[config.mk]
export PLATFORM = sky130hd
export DESIGN_NAME = fp_convert_pipe
export DESIGN_NICKNAME = d
export VERILOG_FILES = /design/src/rtl/fp_pkg.sv /design/src/rtl/fp_lead_extract.sv /design/src/rtl/fp_convert_pipe.sv
export SDC_FILE = /design/constraint.sdc
export NUM_CORES = 1
export LEC_CHECK = 0
export ABC_AREA = 1
export BUFFER_PORTS_ARGS = -buffer_cell sky130_fd_sc_hd__buf_2
export CAP_MARGIN = 20
export CORE_AREA = 5 5 84 86
export CTS_BUF_LIST = sky130_fd_sc_hd__clkbuf_2
export CTS_CLUSTER_SIZE = 12
export DETAILED_ROUTE_END_ITERATION = 8
export DIE_AREA = 0 0 89 91
export PLACE_DENSITY = 0.7
export RECOVER_POWER = 100
export SLEW_MARGIN = 30
export SYNTH_ARGS = -nofsm -noshare
export SYNTH_HDL_FRONTEND = slang
export SYNTH_SLANG_ARGS = --single-unit
[constraint.sdc]
create_clock -name clk -period 6.9 [get_ports clk]
set_input_delay 0.345 -clock clk [delete_from_list [all_inputs] [get_ports clk]]
set_output_delay 0.345 -clock clk [all_outputs]
set_load 0.02 [all_outputs]
[src/rtl/fp_pkg.sv]
// Shared constants for the linear-to-floating-point converter.
// Rounding-mode encodings travel with each sample through the pipeline.
package fp_pkg;

  localparam logic [1:0] RND_HALF_UP = 2'b00;
  localparam logic [1:0] RND_TRUNC   = 2'b01;
  localparam logic [1:0] RND_EVEN    = 2'b10;

endpackage

[src/rtl/fp_lead_extract.sv]
// Combinational leading-one detect and significand/exponent extraction.
// Produces the round and sticky bits and clamps exponents that exceed EMAX.
module fp_lead_extract
  import fp_pkg::*;
#(
  parameter int IN_W  = 12,
  parameter int EXP_W = 3,
  parameter int MAN_W = 4
) (
  input  logic [IN_W-1:0]  mag,
  output logic [EXP_W-1:0] e,
  output logic [MAN_W-1:0] f,
  output logic             r,
  output logic             st,
  output logic             sat
);

  localparam int PW   = $clog2(IN_W);
  localparam int EMAX = (1 << EXP_W) - 1;

  logic [PW-1:0]   p_s;
  logic [IN_W-1:0] norm_s;
  int              e_s;

  // leading-one position: the highest set bit overrides lower ones
  always_comb begin
    p_s = {PW{1'b0}};
    for (int i = 0; i < IN_W; i++) begin
      p_s = mag[i] ? PW'(i) : p_s;
    end
  end

  // shifting the leading one to the msb keeps every later slice constant-width
  assign norm_s = mag << (PW'(IN_W - 1) - p_s);
  assign e_s    = int'(p_s) - MAN_W + 1;

  // field extraction and pre-saturation
  always_comb begin
    e   = {EXP_W{1'b0}};
    f   = {MAN_W{1'b0}};
    r   = 1'b0;
    st  = 1'b0;
    sat = 1'b0;
    if (mag == {IN_W{1'b0}}) begin
      e = {EXP_W{1'b0}};
      f = {MAN_W{1'b0}};
    end else if (int'(p_s) < MAN_W) begin
      f = mag[MAN_W-1:0];
    end else if (e_s > EMAX) begin
      e   = {EXP_W{1'b1}};
      f   = {MAN_W{1'b1}};
      sat = 1'b1;
    end else begin
      e  = EXP_W'(e_s);
      f  = norm_s[IN_W-1 -: MAN_W];
      r  = norm_s[IN_W-1-MAN_W];
      st = |norm_s[IN_W-2-MAN_W:0];
    end
  end

endmodule

[src/rtl/fp_convert_pipe.sv]
// Three-stage linear-to-floating-point converter with valid/ready flow control,
// per-sample rounding mode, saturation flag and saturating event counter.
module fp_convert_pipe
  import fp_pkg::*;
#(
  parameter int IN_W  = 12,
  parameter int EXP_W = 3,
  parameter int MAN_W = 4,
  parameter int CNT_W = 8
) (
  input  logic             clk,
  input  logic             rst,
  input  logic             in_valid,
  output logic             in_ready,
  input  logic [IN_W-1:0]  in_data,
  input  logic [1:0]       in_mode,
  output logic             out_valid,
  input  logic             out_ready,
  output logic             out_s,
  output logic [EXP_W-1:0] out_e,
  output logic [MAN_W-1:0] out_f,
  output logic             out_sat,
  input  logic             clr_cnt,
  output logic [CNT_W-1:0] sat_cnt
);

  localparam logic [EXP_W-1:0] EMAX   = {EXP_W{1'b1}};
  localparam logic [MAN_W-1:0] F_ONES = {MAN_W{1'b1}};
  localparam logic [MAN_W-1:0] F_MSB  = {1'b1, {(MAN_W-1){1'b0}}};

  logic             v1_r, v2_r;
  logic             s1_r, s2_r;
  logic [IN_W-1:0]  mag1_r;
  logic [1:0]       mode1_r, mode2_r;
  logic [EXP_W-1:0] e2_r;
  logic [MAN_W-1:0] f2_r;
  logic             r2_r, st2_r, sat2_r;

  logic             adv1_s, adv2_s, adv3_s;
  logic [IN_W-1:0]  mag_s;
  logic [EXP_W-1:0] ex_e_s;
  logic [MAN_W-1:0] ex_f_s;
  logic             ex_r_s, ex_st_s, ex_sat_s;
  logic             inc_s;
  logic [MAN_W:0]   sum_s;
  logic [EXP_W-1:0] rnd_e_s;
  logic [MAN_W-1:0] rnd_f_s;
  logic             rnd_sat_s;

  assign adv3_s   = !out_valid | out_ready;
  assign adv2_s   = !v2_r | adv3_s;
  assign adv1_s   = !v1_r | adv2_s;
  assign in_ready = adv1_s;

  // the most-negative input wraps to 100..0, which read unsigned is 2^(IN_W-1)
  assign mag_s = in_data[IN_W-1] ? (~in_data + {{(IN_W-1){1'b0}}, 1'b1}) : in_data;

  // stage 1: sign, magnitude and mode
  always_ff @(posedge clk or posedge rst) begin
    if (rst) begin
      v1_r    <= 1'b0;
      s1_r    <= 1'b0;
      mag1_r  <= {IN_W{1'b0}};
      mode1_r <= 2'b00;
    end else if (adv1_s) begin
      v1_r <= in_valid;
      if (in_valid) begin
        s1_r    <= in_data[IN_W-1];
        mag1_r  <= mag_s;
        mode1_r <= in_mode;
      end
    end
  end

  fp_lead_extract #(
    .IN_W  (IN_W),
    .EXP_W (EXP_W),
    .MAN_W (MAN_W)
  ) u_extract (
    .mag (mag1_r),
    .e   (ex_e_s),
    .f   (ex_f_s),
    .r   (ex_r_s),
    .st  (ex_st_s),
    .sat (ex_sat_s)
  );

  // stage 2: extracted fields awaiting rounding
  always_ff @(posedge clk or posedge rst) begin
    if (rst) begin
      v2_r    <= 1'b0;
      s2_r    <= 1'b0;
      e2_r    <= {EXP_W{1'b0}};
      f2_r    <= {MAN_W{1'b0}};
      r2_r    <= 1'b0;
      st2_r   <= 1'b0;
      sat2_r  <= 1'b0;
      mode2_r <= 2'b00;
    end else if (adv2_s) begin
      v2_r <= v1_r;
      if (v1_r) begin
        s2_r    <= s1_r;
        e2_r    <= ex_e_s;
        f2_r    <= ex_f_s;
        r2_r    <= ex_r_s;
        st2_r   <= ex_st_s;
        sat2_r  <= ex_sat_s;
        mode2_r <= mode1_r;
      end
    end
  end

  // rounding increment and significand overflow handling
  always_comb begin
    inc_s = 1'b0;
    case (mode2_r)
      RND_HALF_UP: inc_s = r2_r;
      RND_TRUNC:   inc_s = 1'b0;
      RND_EVEN:    inc_s = r2_r & (st2_r | f2_r[0]);
      default:     inc_s = r2_r;
    endcase
    sum_s     = {1'b0, f2_r} + {{MAN_W{1'b0}}, inc_s};
    rnd_e_s   = e2_r;
    rnd_f_s   = sum_s[MAN_W-1:0];
    rnd_sat_s = 1'b0;
    if (sat2_r) begin
      rnd_e_s   = EMAX;
      rnd_f_s   = F_ONES;
      rnd_sat_s = 1'b1;
    end else if (sum_s[MAN_W] && (e2_r < EMAX)) begin
      rnd_e_s = e2_r + {{(EXP_W-1){1'b0}}, 1'b1};
      rnd_f_s = F_MSB;
    end else if (sum_s[MAN_W]) begin
      rnd_e_s   = EMAX;
      rnd_f_s   = F_ONES;
      rnd_sat_s = 1'b1;
    end else begin
      rnd_e_s   = e2_r;
      rnd_f_s   = sum_s[MAN_W-1:0];
      rnd_sat_s = 1'b0;
    end
  end

  // stage 3: registered outputs, held while the consumer stalls
  always_ff @(posedge clk or posedge rst) begin
    if (rst) begin
      out_valid <= 1'b0;
      out_s     <= 1'b0;
      out_e     <= {EXP_W{1'b0}};
      out_f     <= {MAN_W{1'b0}};
      out_sat   <= 1'b0;
    end else if (adv3_s) begin
      out_valid <= v2_r;
      if (v2_r) begin
        out_s   <= s2_r;
        out_e   <= rnd_e_s;
        out_f   <= rnd_f_s;
        out_sat <= rnd_sat_s;
      end
    end
  end

  // saturated-result counter; clear wins over increment
  always_ff @(posedge clk or posedge rst) begin
    if (rst) begin
      sat_cnt <= {CNT_W{1'b0}};
    end else if (clr_cnt) begin
      sat_cnt <= {CNT_W{1'b0}};
    end else if (out_valid && out_ready && out_sat && (sat_cnt != {CNT_W{1'b1}})) begin
      sat_cnt <= sat_cnt + {{(CNT_W-1){1'b0}}, 1'b1};
    end
  end

endmodule

==> results of run 1 <==
-- cell families (layout without fill, tap and decap cells) --
group | after synthesis | count (layout) | share of synthesized area [%]
simple gates | 225 | 225 | 31.2
buf+inv | 66 | 101 | 8.75
compound gates | 63 | 63 | 10.9
flops | 48 | 48 | 38.2
fa+ha+maj | 17 | 17 | 6.76
xor+xnor | 14 | 14 | 3.90
mux | 1 | 1 | 0.358
-- registers in the layout, summed over array words and instances (netlist names), 2 cells and up --
register  cells
sat_cnt       8
out_f         4
f2_r          4
mag1_r       12
mode2_r       2
out_e         3
mode1_r       2
e2_r          3
-- final timing paths --
check / from / end / slack, ns
worst max-delay path: mag1_r[10]$_DFFE_PP0P_ / f2_r[3]$_DFFE_PP0P_ / 3.03
worst min-delay path: clr_cnt / sat_cnt[2]$_DFFE_PP0P_ / 0.05
worst max register to register: mag1_r[10]$_DFFE_PP0P_ / f2_r[3]$_DFFE_PP0P_ / 3.03
worst min register to register: st2_r$_DFFE_PP0P_ / st2_r$_DFFE_PP0P_ / 0.52
max in group asynchronous: rst / mag1_r[7]$_DFFE_PP0P_ / 5.03
min in group asynchronous: rst / sat_cnt[2]$_DFFE_PP0P_ / 0.93
-- synthesized netlist by cell type --
library cell / count / share of area, %
sky130_fd_sc_hd__xnor2_1: 3 / 0.84
sky130_fd_sc_hd__nand3_2: 3 / 0.95
sky130_fd_sc_hd__o211ai_1: 3 / 0.72
sky130_fd_sc_hd__mux2_2: 1 / 0.36
sky130_fd_sc_hd__a31oi_2: 1 / 0.40
sky130_fd_sc_hd__inv_1: 49 / 5.8
sky130_fd_sc_hd__a311oi_1: 1 / 0.28
sky130_fd_sc_hd__nor2_2: 3 / 0.60
sky130_fd_sc_hd__nand3_1: 36 / 5.7
sky130_fd_sc_hd__a21oi_1: 27 / 4.3
sky130_fd_sc_hd__nor4_1: 2 / 0.40
sky130_fd_sc_hd__a22oi_1: 1 / 0.24
sky130_fd_sc_hd__inv_2: 6 / 0.72
sky130_fd_sc_hd__dfrtp_1: 48 / 38
sky130_fd_sc_hd__and3_1: 1 / 0.20
sky130_fd_sc_hd__xor2_1: 11 / 3.1
sky130_fd_sc_hd__buf_12: 1 / 0.64
sky130_fd_sc_hd__ha_1: 17 / 6.8
sky130_fd_sc_hd__a211oi_1: 1 / 0.24
sky130_fd_sc_hd__clkbuf_1: 6 / 0.72
sky130_fd_sc_hd__a31oi_1: 1 / 0.20
sky130_fd_sc_hd__nor3b_1: 1 / 0.24
sky130_fd_sc_hd__or2_2: 1 / 0.20
sky130_fd_sc_hd__nand2_2: 3 / 0.60
sky130_fd_sc_hd__o21ai_0: 23 / 3.7
sky130_fd_sc_hd__buf_6: 1 / 0.36
sky130_fd_sc_hd__nor2_1: 24 / 2.9
sky130_fd_sc_hd__buf_2: 3 / 0.48
sky130_fd_sc_hd__nand4_1: 7 / 1.4
sky130_fd_sc_hd__or3_1: 1 / 0.20
sky130_fd_sc_hd__nand3b_1: 1 / 0.24
sky130_fd_sc_hd__nand2_4: 1 / 0.36
sky130_fd_sc_hd__nand2_1: 131 / 16
sky130_fd_sc_hd__o22ai_1: 2 / 0.40
sky130_fd_sc_hd__o21ai_1: 3 / 0.48
sky130_fd_sc_hd__nor3_1: 10 / 1.6
-- placed cells by master (no fill, tap or decap), types with 2 or more instances in the layout --
master,netlist,routed
sky130_fd_sc_hd__a21oi_1,27,27
sky130_fd_sc_hd__a31oi_1,1,2
sky130_fd_sc_hd__buf_2,3,18
sky130_fd_sc_hd__clkbuf_1,6,19
sky130_fd_sc_hd__clkbuf_2,0,5
sky130_fd_sc_hd__clkinv_1,0,2
sky130_fd_sc_hd__dfrtp_1,48,48
sky130_fd_sc_hd__ha_1,17,17
sky130_fd_sc_hd__inv_1,49,49
sky130_fd_sc_hd__inv_2,6,4
sky130_fd_sc_hd__nand2_1,131,131
sky130_fd_sc_hd__nand2_2,3,3
sky130_fd_sc_hd__nand3_1,36,36
sky130_fd_sc_hd__nand3_2,3,3
sky130_fd_sc_hd__nand4_1,7,7
sky130_fd_sc_hd__nor2_1,24,25
sky130_fd_sc_hd__nor2_2,3,2
sky130_fd_sc_hd__nor3_1,10,10
sky130_fd_sc_hd__nor4_1,2,2
sky130_fd_sc_hd__o211ai_1,3,3
sky130_fd_sc_hd__o21ai_0,23,24
sky130_fd_sc_hd__o21ai_1,3,2
sky130_fd_sc_hd__o22ai_1,2,2
sky130_fd_sc_hd__xnor2_1,3,3
sky130_fd_sc_hd__xor2_1,11,11
-- power by group through the flow --
stage	sequential, mW	clock, mW	combinational (mW)
global route	0.432	0.138	0.569
global placement	0.423	0	0.500
finish	0.422	0.123	0.495
floorplan	0.443	0	0.368
CTS	0.420	0.127	0.508
detailed placement	0.425	0	0.505
-- routing by layer --
layer | track usage (%) | up-vias | wire [µm]
li1 | - | 1476 | -
met1 | 23.6 | 1292 | 3110
met2 | 30.7 | 67 | 3390
met3 | 2.35 | 11 | 352
met4 | 6.82 | 0 | 112
met5 | 0 | - | 0
-- final cells by class --
cell class                      instances  area [µm²]  area share [%]
Clock buffer                            5        25.0           0.740
Tap cell                               77        96.3            2.85
Timing Repair Buffer                   38         171            5.07
Clock inverter                          3        17.5           0.518
Multi-Input combinational cell        320        1660            49.1
Inverter                               55         208            6.14
Sequential cell                        48        1200            35.5
==> summary.json, run 1 <==
{
  "final.hold.worst_slack_ns": 0.0464,
  "worst_setup_slack_post_dpl_ns": 3.63,
  "critical_path_buf_inv_count": 2,
  "fraction_of_final_layout_cells_sized_beyond_drive_strength_1_pct": 8.74,
  "ios": 38,
  "totalNegativeSetupSlack_ns": 0,
  "cts.reportedPaths.clkPinSlew_ns": 0.28,
  "placement.io_buffers": 37,
  "final_net_count": 504,
  "crit_path_max_fanout": 17,
  "post_synth_inst_count": 434,
  "p_clk_share_pct": 11.8,
  "grt-ovfl-total": 0,
  "cts-root-to-sink-buffers": 2,
  "r2r_worst_path_depth": 16,
  "detail_route.iter0.violations": 190,
  "outcome": "finished, violations left",
  "ys_seq_area_share_pct": 38.2,
  "initial_antenna_violation_count": 0,
  "rows": 29,
  "detail_placement_hpwl_mm": 5.26,
  "drtPass1Iterations": 5,
  "number_of_max_cap_violations": 1,
  "power.internal_uw": 547,
  "antenna-diode-count": 0,
  "floorplan.die_area_um2": 8100,
  "post_drt_wl_per_cell_um": 12.8,
  "grt_util_all_layers_pct": 18.2,
  "syn-num-nets": 470,
  "comb_power_share_pct": 47.6,
  "hold_viol": 0,
  "postRouteAntennaNets": 0,
  "worst_slack_ns": 3.03,
  "min_period_ns": 3.87,
  "total_power_after_layout_mw": 1.04,
  "synthDistinctLibCells": 36,
  "route.vias.total": 2846,
  "worst_slew_pin_slew_ns": 2.07,
  "critical-path-top-delay-family": "simple AND/OR/NAND/NOR gates",
  "critical-path-slowest-cell": "sky130_fd_sc_hd__a31oi_1",
  "non_filler_cells_in_the_finished_layout": 546,
  "timing.critical_path.to_type": "flop",
  "final-setup-viol-count": 0,
  "clock_latency_on_the_worst_skew_pair_ns": 0.45,
  "timing.critical_path.depth": 16,
  "fin_area_um2": 3380,
  "final_max_slew_viol_count": 49,
  "max_freq_mhz": 258,
  "crit_required_ns": 7.27,
  "crit_chain": "nor2_1 > nand2_1 > a31oi_1 > clkinv_1 > ha_1 > ha_1 > nor4_1 > nand4_1 > nor3_1 > nand3_1 > nand2_1 > inv_1 > nor2_1 > nand3_1 > nand2_1 > nand2_1",
  "cts-hold-fix-buffers": 1,
  "area_of_the_core_um2": 6200,
  "p_leak_nw": 1.74,
  "buffer_type_at_the_clock_tree_root": "sky130_fd_sc_hd__clkbuf_2",
  "grt_max_degree": 49,
  "worst_ep_arrival_time_ns": 4.25,
  "via_per_inst": 5.21,
  "cts_setup_buffers": 0,
  "critical_path.startpoint_type": "flop",
  "switching_share_pct": 47.4,
  "violations_in_the_final_reports": "max-capacitance violations, max-slew violations",
  "worst_ir_drop_vdd_mv": 0.173,
  "numCtsBuffers": 5,
  "power_frac_seq_pct": 40.5,
  "place.gp.congestion": 0.926,
  "final.fill_count": 634,
  "placedCellCount": 537,
  "post_synth_instance_area_um2": 3150,
  "cts_repair_resize_count": 0,
  "clock_skew_ns": 0.0303,
  "place_area_um2": 3360,
  "drc": 0,
  "cts.sinks": 48,
  "min_path_type": "in -> reg",
  "critical_path.max_stage_delay_ns": 0.79,
  "timing.final.crit_share_pct": 56.1,
  "dieWidth_um": 89,
  "area.growth.synth_to_final_pct": 7.44,
  "yosys_register_bits": 48,
  "route.final.wire_length_mm": 6.97,
  "critPathKind": "reg -> reg",
  "initial_core_util_pct": 50.7,
  "cts_tree": "built",
  "yosys_warnings": 0,
  "grt_setup_unrepaired": "false",
  "switching_power_uw": 493,
  "grt_first_pass_wirelength_mm": 11.9,
  "syn-mean-instance-area_um2": 7.25,
  "slew_hr_pct": -38.7,
  "postLayoutCoreUtil_pct": 54.5,
  "grt_pass1_vias": 2785,
  "worst_hold_path.num_cells": 2,
  "power.density_nw_per_um2": 308,
  "floorplan_die_height_um": 91,
  "critical-path-top-cell-by-count": "sky130_fd_sc_hd__nand2_1",
  "htree_levels": 2
}
Power figures use the tool's default switching activity.
==> inputs of run 2 (changes only) <==
--- a/config.mk
+++ b/config.mk
@@ -13,7 +13,7 @@
 export CTS_CLUSTER_SIZE = 12
 export DETAILED_ROUTE_END_ITERATION = 8
 export DIE_AREA = 0 0 89 91
-export PLACE_DENSITY = 0.7
+export PLACE_DENSITY = 0.73
 export RECOVER_POWER = 100
 export SLEW_MARGIN = 30
 export SYNTH_ARGS = -nofsm -noshare
==> constraint.sdc (replaced) <==
create_clock -name clk -period 3.36 [get_ports clk]
set_input_delay 0.168 -clock clk [delete_from_list [all_inputs] [get_ports clk]]
set_output_delay 0.168 -clock clk [all_outputs]
set_load 0.02 [all_outputs]
==> summary.json, run 2 (synthesized netlist as in run 1, its figures left out) <==
{
  "floorplan.die_area": {"value": 8100, "unit": "µm²", "change": "unchanged"},
  "detail_route.iter0.violations": {"value": 143, "change": "-25%"},
  "leading_cell_type_in_the_layout_fill_and_taps_excluded": "sky130_fd_sc_hd__nand2_1",
  "timing.critical_path.to": "f2_r[3]$_DFFE_PP0P_",
  "route.vias.total": {"value": 2952, "change": "+3.7%"},
  "registers.top_by_ff_count": "mag1_r",
  "grt_first_pass_wirelength": {"value": 11.9, "unit": "mm", "change": "-0.40%"},
  "cts.reportedPaths.clkPinSlew": {"value": 0.26, "unit": "ns", "change": "-0.02 ns"},
  "worstReg2RegStart": "mag1_r[2]$_DFFE_PP0P_",
  "final.fill_count": {"value": 571, "change": "-9.9%"},
  "initial_core_util": {"value": 50.7, "unit": "%", "change": "unchanged"},
  "worst_ir_drop_vdd": {"value": 0.363, "unit": "mV", "change": "+110%"},
  "critical_path.max_stage_delay": {"value": 0.50, "unit": "ns", "change": "-0.29 ns"},
  "ios": {"value": 38, "change": "unchanged"},
  "post_drt_wl_per_cell": {"value": 12.7, "unit": "µm", "change": "-0.72%"},
  "cts-root-to-sink-buffers": {"value": 2, "change": "unchanged"},
  "r2r_slack": {"value": 0.42, "unit": "ns", "change": "-2.61 ns"},
  "clock_skew": {"value": 0.0174, "unit": "ns", "change": "-0.0129 ns"},
  "fraction_of_final_layout_cells_sized_beyond_drive_strength_1": {"value": 10.6, "unit": "%", "change": "+1.8 points"},
  "grt_max_degree": {"value": 49, "change": "unchanged"},
  "cts.sinks": {"value": 48, "change": "unchanged"},
  "grt_util_all_layers": {"value": 18.0, "unit": "%", "change": "-0.26 points"},
  "layout_top_registers": "mag1_r x12, sat_cnt x8",
  "critPathKind": "reg -> reg",
  "postRouteAntennaNets": {"value": 0, "change": "unchanged"},
  "clock_latency_on_the_worst_skew_pair": {"value": 0.45, "unit": "ns", "change": "about the same"},
  "cts_tree": "built",
  "grt_pass1_vias": {"value": 2792, "change": "+0.25%"},
  "numCtsBuffers": {"value": 5, "change": "unchanged"},
  "number_of_max_cap_violations": {"value": 1, "change": "unchanged"},
  "drtPass1Iterations": {"value": 4, "change": "-1"},
  "initial_antenna_violation_count": {"value": 0, "change": "unchanged"},
  "critical-path-slowest-cell": "sky130_fd_sc_hd__dfrtp_2",
  "rows": {"value": 29, "change": "unchanged"},
  "critical_path.startpoint_type": "flop",
  "drc": {"value": 0, "change": "unchanged"},
  "grt_setup_unrepaired": "false",
  "final_net_count": {"value": 518, "change": "+2.8%"},
  "area_of_the_core": {"value": 6200, "unit": "µm²", "change": "unchanged"},
  "timing.rr.end": "f2_r[3]$_DFFE_PP0P_",
  "dieWidth": {"value": 89, "unit": "µm", "change": "unchanged"},
  "slew_hr": {"value": -34.6, "unit": "%", "change": "+4.2 points"},
  "htree_levels": {"value": 2, "change": "unchanged"},
  "route.final.wire_length": {"value": 7.09, "unit": "mm", "change": "+1.8%"},
  "crit_path_max_fanout": {"value": 12, "change": "-5"},
  "crit_chain": "inv_2 > nand2_1 > nand2_1 > nand2_1 > nand2_1 > nand2_1 > nand2_1 > nand2_1 > nand2_4 > nand2_4 > inv_2 > ha_1 > nand2_1 > ha_1 > nor4_1 > nand4_1 > nor3_1 > nand3_1 > nand2_1 > inv_2 > nor2_2 > nand3_1 > nand2_1 > nand2_1",
  "place.gp.congestion": {"value": 0.911, "change": "-1.7%"},
  "timing.critical_path.to_type": "flop",
  "worst_ep_arrival_time": {"value": 3.33, "unit": "ns", "change": "-0.92 ns"},
  "outcome": "finished, violations left",
  "postLayoutCoreUtil": {"value": 56.8, "unit": "%", "change": "+2.3 points"},
  "critical-path-top-cell-by-count": "sky130_fd_sc_hd__nand2_1",
  "seq_area": {"value": 1200, "unit": "µm²", "change": "+0.10%"},
  "final_max_slew_viol_count": {"value": 49, "change": "unchanged"},
  "area.growth.synth_to_final_pct": 12.0,
  "final.hold.worst_slack": {"value": 0.0399, "unit": "ns", "change": "-0.00647 ns"},
  "buffer_type_at_the_clock_tree_root": "sky130_fd_sc_hd__clkbuf_2",
  "power.density": {"value": 618, "unit": "nW/µm²", "change": "+100%"},
  "min_period": {"value": 2.94, "unit": "ns", "change": "-0.929 ns"},
  "crit_required": {"value": 3.75, "unit": "ns", "change": "-3.52 ns"},
  "placement.io_buffers": {"value": 37, "change": "unchanged"},
  "max_freq": {"value": 340, "unit": "MHz", "change": "+32%"},
  "multi_input_combinational_cell_area": {"value": 1680, "unit": "µm²", "change": "+0.98%"},
  "r2r_worst_path_depth": {"value": 24, "change": "+8"},
  "timing.final.crit_share": {"value": 87.6, "unit": "%", "change": "+31 points"},
  "hold_viol": {"value": 0, "change": "unchanged"},
  "grt-ovfl-total": {"value": 0, "change": "unchanged"},
  "timing.critical_path.from": "mag1_r[2]$_DFFE_PP0P_",
  "worst_slew_pin_slew": {"value": 2.01, "unit": "ns", "change": "-0.0622 ns"},
  "violations_in_the_final_reports": "max-capacitance violations, max-slew violations",
  "totalNegativeSetupSlack": {"value": 0, "unit": "ns", "change": "unchanged"},
  "min_path_type": "in -> reg",
  "final_cell_mix": "sky130_fd_sc_hd__nand2_1, sky130_fd_sc_hd__inv_1, sky130_fd_sc_hd__dfrtp_1",
  "detail_placement_hpwl": {"value": 5.31, "unit": "mm", "change": "+0.94%"},
  "floorplan_die_height": {"value": 91, "unit": "µm", "change": "unchanged"},
  "p_leak": {"value": 1.79, "unit": "nW", "change": "+3.2%"},
  "antenna-diode-count": {"value": 0, "change": "unchanged"},
  "via_per_inst": {"value": 5.27, "change": "+1.1%"},
  "max_reg_flops": {"value": 12, "change": "unchanged"},
  "final-setup-viol-count": {"value": 0, "change": "unchanged"}
}
-- run 2: worst min path at each step --
stage,start,to,depth (start not counted)
detailed placement,in_mode[0],mode1_r[0]$_DFFE_PP0P_,3
global placement,in_mode[0],mode1_r[0]$_DFFE_PP0P_,3
finish,in_data[7],mag1_r[7]$_DFFE_PP0P_,3
floorplan,clr_cnt,sat_cnt[7]$_DFFE_PP0P_,1
CTS,in_data[5],mag1_r[5]$_DFFE_PP0P_,3
global route,in_data[2],mag1_r[2]$_DFFE_PP0P_,3
-- run 2: final cells by class --
type / count / share of cell area (%)
Timing Repair Buffer: 52 / 8.45
Multi-Input combinational cell: 320 / 47.6
Clock buffer: 5 / 0.710
Sequential cell: 48 / 34.1
Inverter: 55 / 5.89
Clock inverter: 3 / 0.497
Tap cell: 77 / 2.73
-- run 2: per-stage QoR --
| step | area (µm²) | worst slack [ns] | std cells | total power, mW |
|---|---|---|---|---|
| after global routing | 3520 | 0.0131 | 560 | 2.38 |
| after detailed placement | 3380 | 0.351 | 540 | 1.93 |
| after CTS | 3520 | 0.317 | 558 | 2.19 |
| after global placement | 3380 | 0.463 | 540 | 1.90 |
| final | 3520 | 0.418 | 560 | 2.18 |
| after floorplan | 3150 | 0.700 | 434 | 1.67 |
-- run 2: critical path: cells and delay by family (launching register included) --
kind                     cells  cell delay (ns)
adder cells (fa/ha/maj)      2             0.41
buffers and inverters        3             0.28
flip-flops                   1             0.50
AND/OR/NAND/NOR             19             1.68
-- run 2: repair_timing --
item | CTS | global route
setup buffers | 0 | 1
hold buffers | 10 | 1
endpoints found under the hold margin | 57 | 1
gates resized for setup | 0 | 4
endpoints found under the setup margin | 0 | 7
-- run 2: power breakdown --
group          internal, mW  switching [mW]
clock network        0.0510           0.203
registers             0.736           0.132
logic                 0.363           0.694
total                  1.15            1.03
-- run 2: metal layers --
layer / track usage [%] / wire length (µm) / vias to the layer above
met5: 0 / 0 / -
met4: 5.21 / 108 / 0
met3: 2.99 / 346 / 14
met2: 31.4 / 3460 / 77
met1: 22.5 / 3180 / 1352
li1: - / - / 1509
==> inputs of run 3 (changes only) <==
--- a/config.mk
+++ b/config.mk
@@ -13,7 +13,7 @@
 export CTS_CLUSTER_SIZE = 12
 export DETAILED_ROUTE_END_ITERATION = 8
 export DIE_AREA = 0 0 89 91
-export PLACE_DENSITY = 0.73
+export PLACE_DENSITY = 0.74
 export RECOVER_POWER = 100
 export SLEW_MARGIN = 30
 export SYNTH_ARGS = -nofsm -noshare
==> summary.json, run 3 (synthesized netlist as in run 1, its figures left out) <==
{
  "outcome": "finished, violations left",
  "violations_in_the_final_reports": "max-capacitance violations, max-slew violations",
  "grt-ovfl-total": {"value": 0, "change": "unchanged"},
  "critical-path-top-cell-by-count": "sky130_fd_sc_hd__nand2_1",
  "antenna-diode-count": {"value": 0, "change": "unchanged"},
  "final_net_count": {"value": 514, "change": "-0.77%"},
  "ios": {"value": 38, "change": "unchanged"},
  "fraction_of_final_layout_cells_sized_beyond_drive_strength_1": {"value": 9.81, "unit": "%", "change": "-0.75 points"},
  "hp-start": "in_data[5]",
  "drtPass1Iterations": {"value": 4, "change": "unchanged"},
  "min_period": {"value": 2.98, "unit": "ns", "change": "+0.0332 ns"},
  "crit_path_max_fanout": {"value": 12, "change": "unchanged"},
  "final_max_slew_viol_count": {"value": 49, "change": "unchanged"},
  "timing.critical_path.from": "mag1_r[2]$_DFFE_PP0P_",
  "p_leak": {"value": 1.79, "unit": "nW", "change": "about the same"},
  "critPathKind": "reg -> reg",
  "crit_chain": "inv_2 > nand2_1 > nand2_1 > nand2_1 > nand2_1 > nand2_1 > nand2_1 > nand2_1 > nand2_4 > nand2_4 > inv_1 > ha_1 > nand2_1 > ha_1 > nor4_1 > nand4_1 > nor3_1 > nand3_1 > nand2_1 > inv_2 > nand2_1 > o211ai_1",
  "grt_setup_unrepaired": "false",
  "final.fill_count": {"value": 595, "change": "+4.2%"},
  "critical-path-slowest-cell": "sky130_fd_sc_hd__dfrtp_1",
  "floorplan_die_height": {"value": 91, "unit": "µm", "change": "unchanged"},
  "hold_viol": {"value": 0, "change": "unchanged"},
  "power.density": {"value": 638, "unit": "nW/µm²", "change": "+3.2%"},
  "cts_tree": "built",
  "route.vias.total": {"value": 2939, "change": "-0.44%"},
  "route.final.wire_length": {"value": 6.96, "unit": "mm", "change": "-1.9%"},
  "totalNegativeSetupSlack": {"value": 0, "unit": "ns", "change": "unchanged"},
  "critical_path.max_stage_delay": {"value": 0.48, "unit": "ns", "change": "-0.02 ns"},
  "initial_antenna_violation_count": {"value": 0, "change": "unchanged"},
  "detail_route.iter0.violations": {"value": 275, "change": "+92%"},
  "min_path_type": "in -> reg",
  "detail_placement_hpwl": {"value": 5.28, "unit": "mm", "change": "-0.47%"},
  "area.growth.synth_to_final_pct": 11.5,
  "grt_max_degree": {"value": 49, "change": "unchanged"},
  "grt_pass1_vias": {"value": 2778, "change": "-0.50%"},
  "worst_ir_drop_vdd": {"value": 0.356, "unit": "mV", "change": "-1.7%"},
  "critical-path-top-delay-family": "simple AND/OR/NAND/NOR gates",
  "numCtsBuffers": {"value": 5, "change": "unchanged"},
  "grt_util_all_layers": {"value": 18.0, "unit": "%", "change": "about the same"},
  "post_drt_wl_per_cell": {"value": 12.5, "unit": "µm", "change": "-1.2%"},
  "multi_input_combinational_cell_area": {"value": 1680, "unit": "µm²", "change": "-0.15%"},
  "final-setup-viol-count": {"value": 0, "change": "unchanged"},
  "clock_skew": {"value": 0.0445, "unit": "ns", "change": "+0.0272 ns"},
  "cts.sinks": {"value": 48, "change": "unchanged"},
  "registers.top_by_ff_count": "mag1_r",
  "area_of_the_core": {"value": 6200, "unit": "µm²", "change": "unchanged"},
  "timing.critical_path.to_type": "flop",
  "seq_area": {"value": 1200, "unit": "µm²", "change": "-0.10%"},
  "floorplan.die_area": {"value": 8100, "unit": "µm²", "change": "unchanged"},
  "crit_required": {"value": 3.67, "unit": "ns", "change": "-0.08 ns"},
  "dieWidth": {"value": 89, "unit": "µm", "change": "unchanged"},
  "placement.io_buffers": {"value": 37, "change": "unchanged"},
  "critical_path.startpoint_type": "flop",
  "leading_cell_type_in_the_layout_fill_and_taps_excluded": "sky130_fd_sc_hd__nand2_1",
  "worst_slew_pin_slew": {"value": 1.98, "unit": "ns", "change": "-0.0272 ns"},
  "clock_latency_on_the_worst_skew_pair": {"value": 0.45, "unit": "ns", "change": "about the same"},
  "slew_hr": {"value": -32.7, "unit": "%", "change": "+1.8 points"},
  "worstReg2RegStart": "mag1_r[2]$_DFFE_PP0P_",
  "number_of_max_cap_violations": {"value": 1, "change": "unchanged"},
  "initial_core_util": {"value": 50.7, "unit": "%", "change": "unchanged"},
  "max_freq": {"value": 336, "unit": "MHz", "change": "-1.1%"},
  "timing.final.crit_share": {"value": 88.6, "unit": "%", "change": "+0.99 points"},
  "final_cell_mix": "sky130_fd_sc_hd__nand2_1, sky130_fd_sc_hd__inv_1, sky130_fd_sc_hd__dfrtp_1",
  "critical_path_buf_inv_count": {"value": 3, "change": "unchanged"},
  "final.hold.worst_slack": {"value": 0.0201, "unit": "ns", "change": "-0.0198 ns"},
  "cts.reportedPaths.clkPinSlew": {"value": 0.26, "unit": "ns", "change": "about the same"},
  "r2r_slack": {"value": 0.38, "unit": "ns", "change": "-0.03 ns"},
  "max_reg_flops": {"value": 12, "change": "unchanged"},
  "drc": {"value": 0, "change": "unchanged"},
  "cts-root-to-sink-buffers": {"value": 2, "change": "unchanged"},
  "worst_ep_arrival_time": {"value": 3.28, "unit": "ns", "change": "-0.05 ns"},
  "postRouteAntennaNets": {"value": 0, "change": "unchanged"},
  "rows": {"value": 29, "change": "unchanged"},
  "via_per_inst": {"value": 5.29, "change": "+0.28%"},
  "grt_first_pass_wirelength": {"value": 12.0, "unit": "mm", "change": "+0.64%"},
  "cts_setup_buffers": {"value": 0, "change": "unchanged"},
  "buffer_type_at_the_clock_tree_root": "sky130_fd_sc_hd__clkbuf_2",
  "place.gp.congestion": {"value": 0.882, "change": "-3.2%"},
  "layout_top_registers": "mag1_r x12, sat_cnt x8",
  "worst_setup_slack_post_dpl": {"value": 0.330, "unit": "ns", "change": "-0.0206 ns"},
  "htree_levels": {"value": 2, "change": "unchanged"},
  "worst_slack": {"value": 0.385, "unit": "ns", "change": "-0.0332 ns"},
  "postLayoutCoreUtil": {"value": 56.5, "unit": "%", "change": "-0.26 points"}
}
[run 3: power by group]
| part | internal (mW) | total [mW] | switching [mW] | leakage, nW |
|---|---|---|---|---|
| registers | 0.735 | 0.869 | 0.134 | 0.581 |
| logic | 0.356 | 1.05 | 0.694 | 1.17 |
| clock network | 0.125 | 0.318 | 0.193 | 0.0406 |
| total | 1.22 | 2.24 | 1.02 | 1.79 |
[run 3: area by class of cell]
type | instances | share of cell area (%)
Multi-Input combinational cell | 320 | 47.8
Timing Repair Buffer | 48 | 7.42
Clock buffer | 5 | 0.713
Sequential cell | 48 | 34.2
Tap cell | 77 | 2.75
Inverter | 55 | 5.92
Clock inverter | 3 | 1.21
[run 3: worst min-delay path: stages]
cell and delay (ns):
sky130_fd_sc_hd__buf_2 0.10, sky130_fd_sc_hd__xor2_1 0.12, sky130_fd_sc_hd__o21ai_0 0.07
[run 3: worst paths after layout]
path,end,cells past startpoint
setup / recovery,e2_r[2]$_DFFE_PP0P_,22
hold / removal,mag1_r[5]$_DFFE_PP0P_,3
setup reg to reg,e2_r[2]$_DFFE_PP0P_,22
hold reg to reg,mode2_r[1]$_DFFE_PP0P_,2
max in group asynchronous,mag1_r[2]$_DFFE_PP0P_,3
min in group asynchronous,out_valid$_DFFE_PP0P_,3
[run 3: timing repair]
item,4_1_cts,5_1_grt
hold endpoints to repair,56,0
setup endpoints to repair,0,7
hold buffers,8,0
gates resized for setup,0,1
[run 3: through the flow]
step	cell area [µm²]	std cells	total power [mW]
after floorplan	3150	434	1.67
after CTS	3530	556	2.25
after global placement	3380	540	1.90
after global routing	3510	556	2.43
after detailed placement	3380	540	1.93
final	3510	556	2.24
[run 3: metal layers]
| metal | wire, µm | up-vias | part of all wire [%] | GRT usage, % |
|---|---|---|---|---|
| met5 | 0 | - | 0 | 0 |
| met3 | 398 | 14 | 5.7 | 2.71 |
| met1 | 3020 | 1327 | 43 | 23.2 |
| li1 | - | 1500 | - | - |
| met2 | 3410 | 98 | 49 | 30.3 |
| met4 | 144 | 0 | 2.1 | 6.33 |
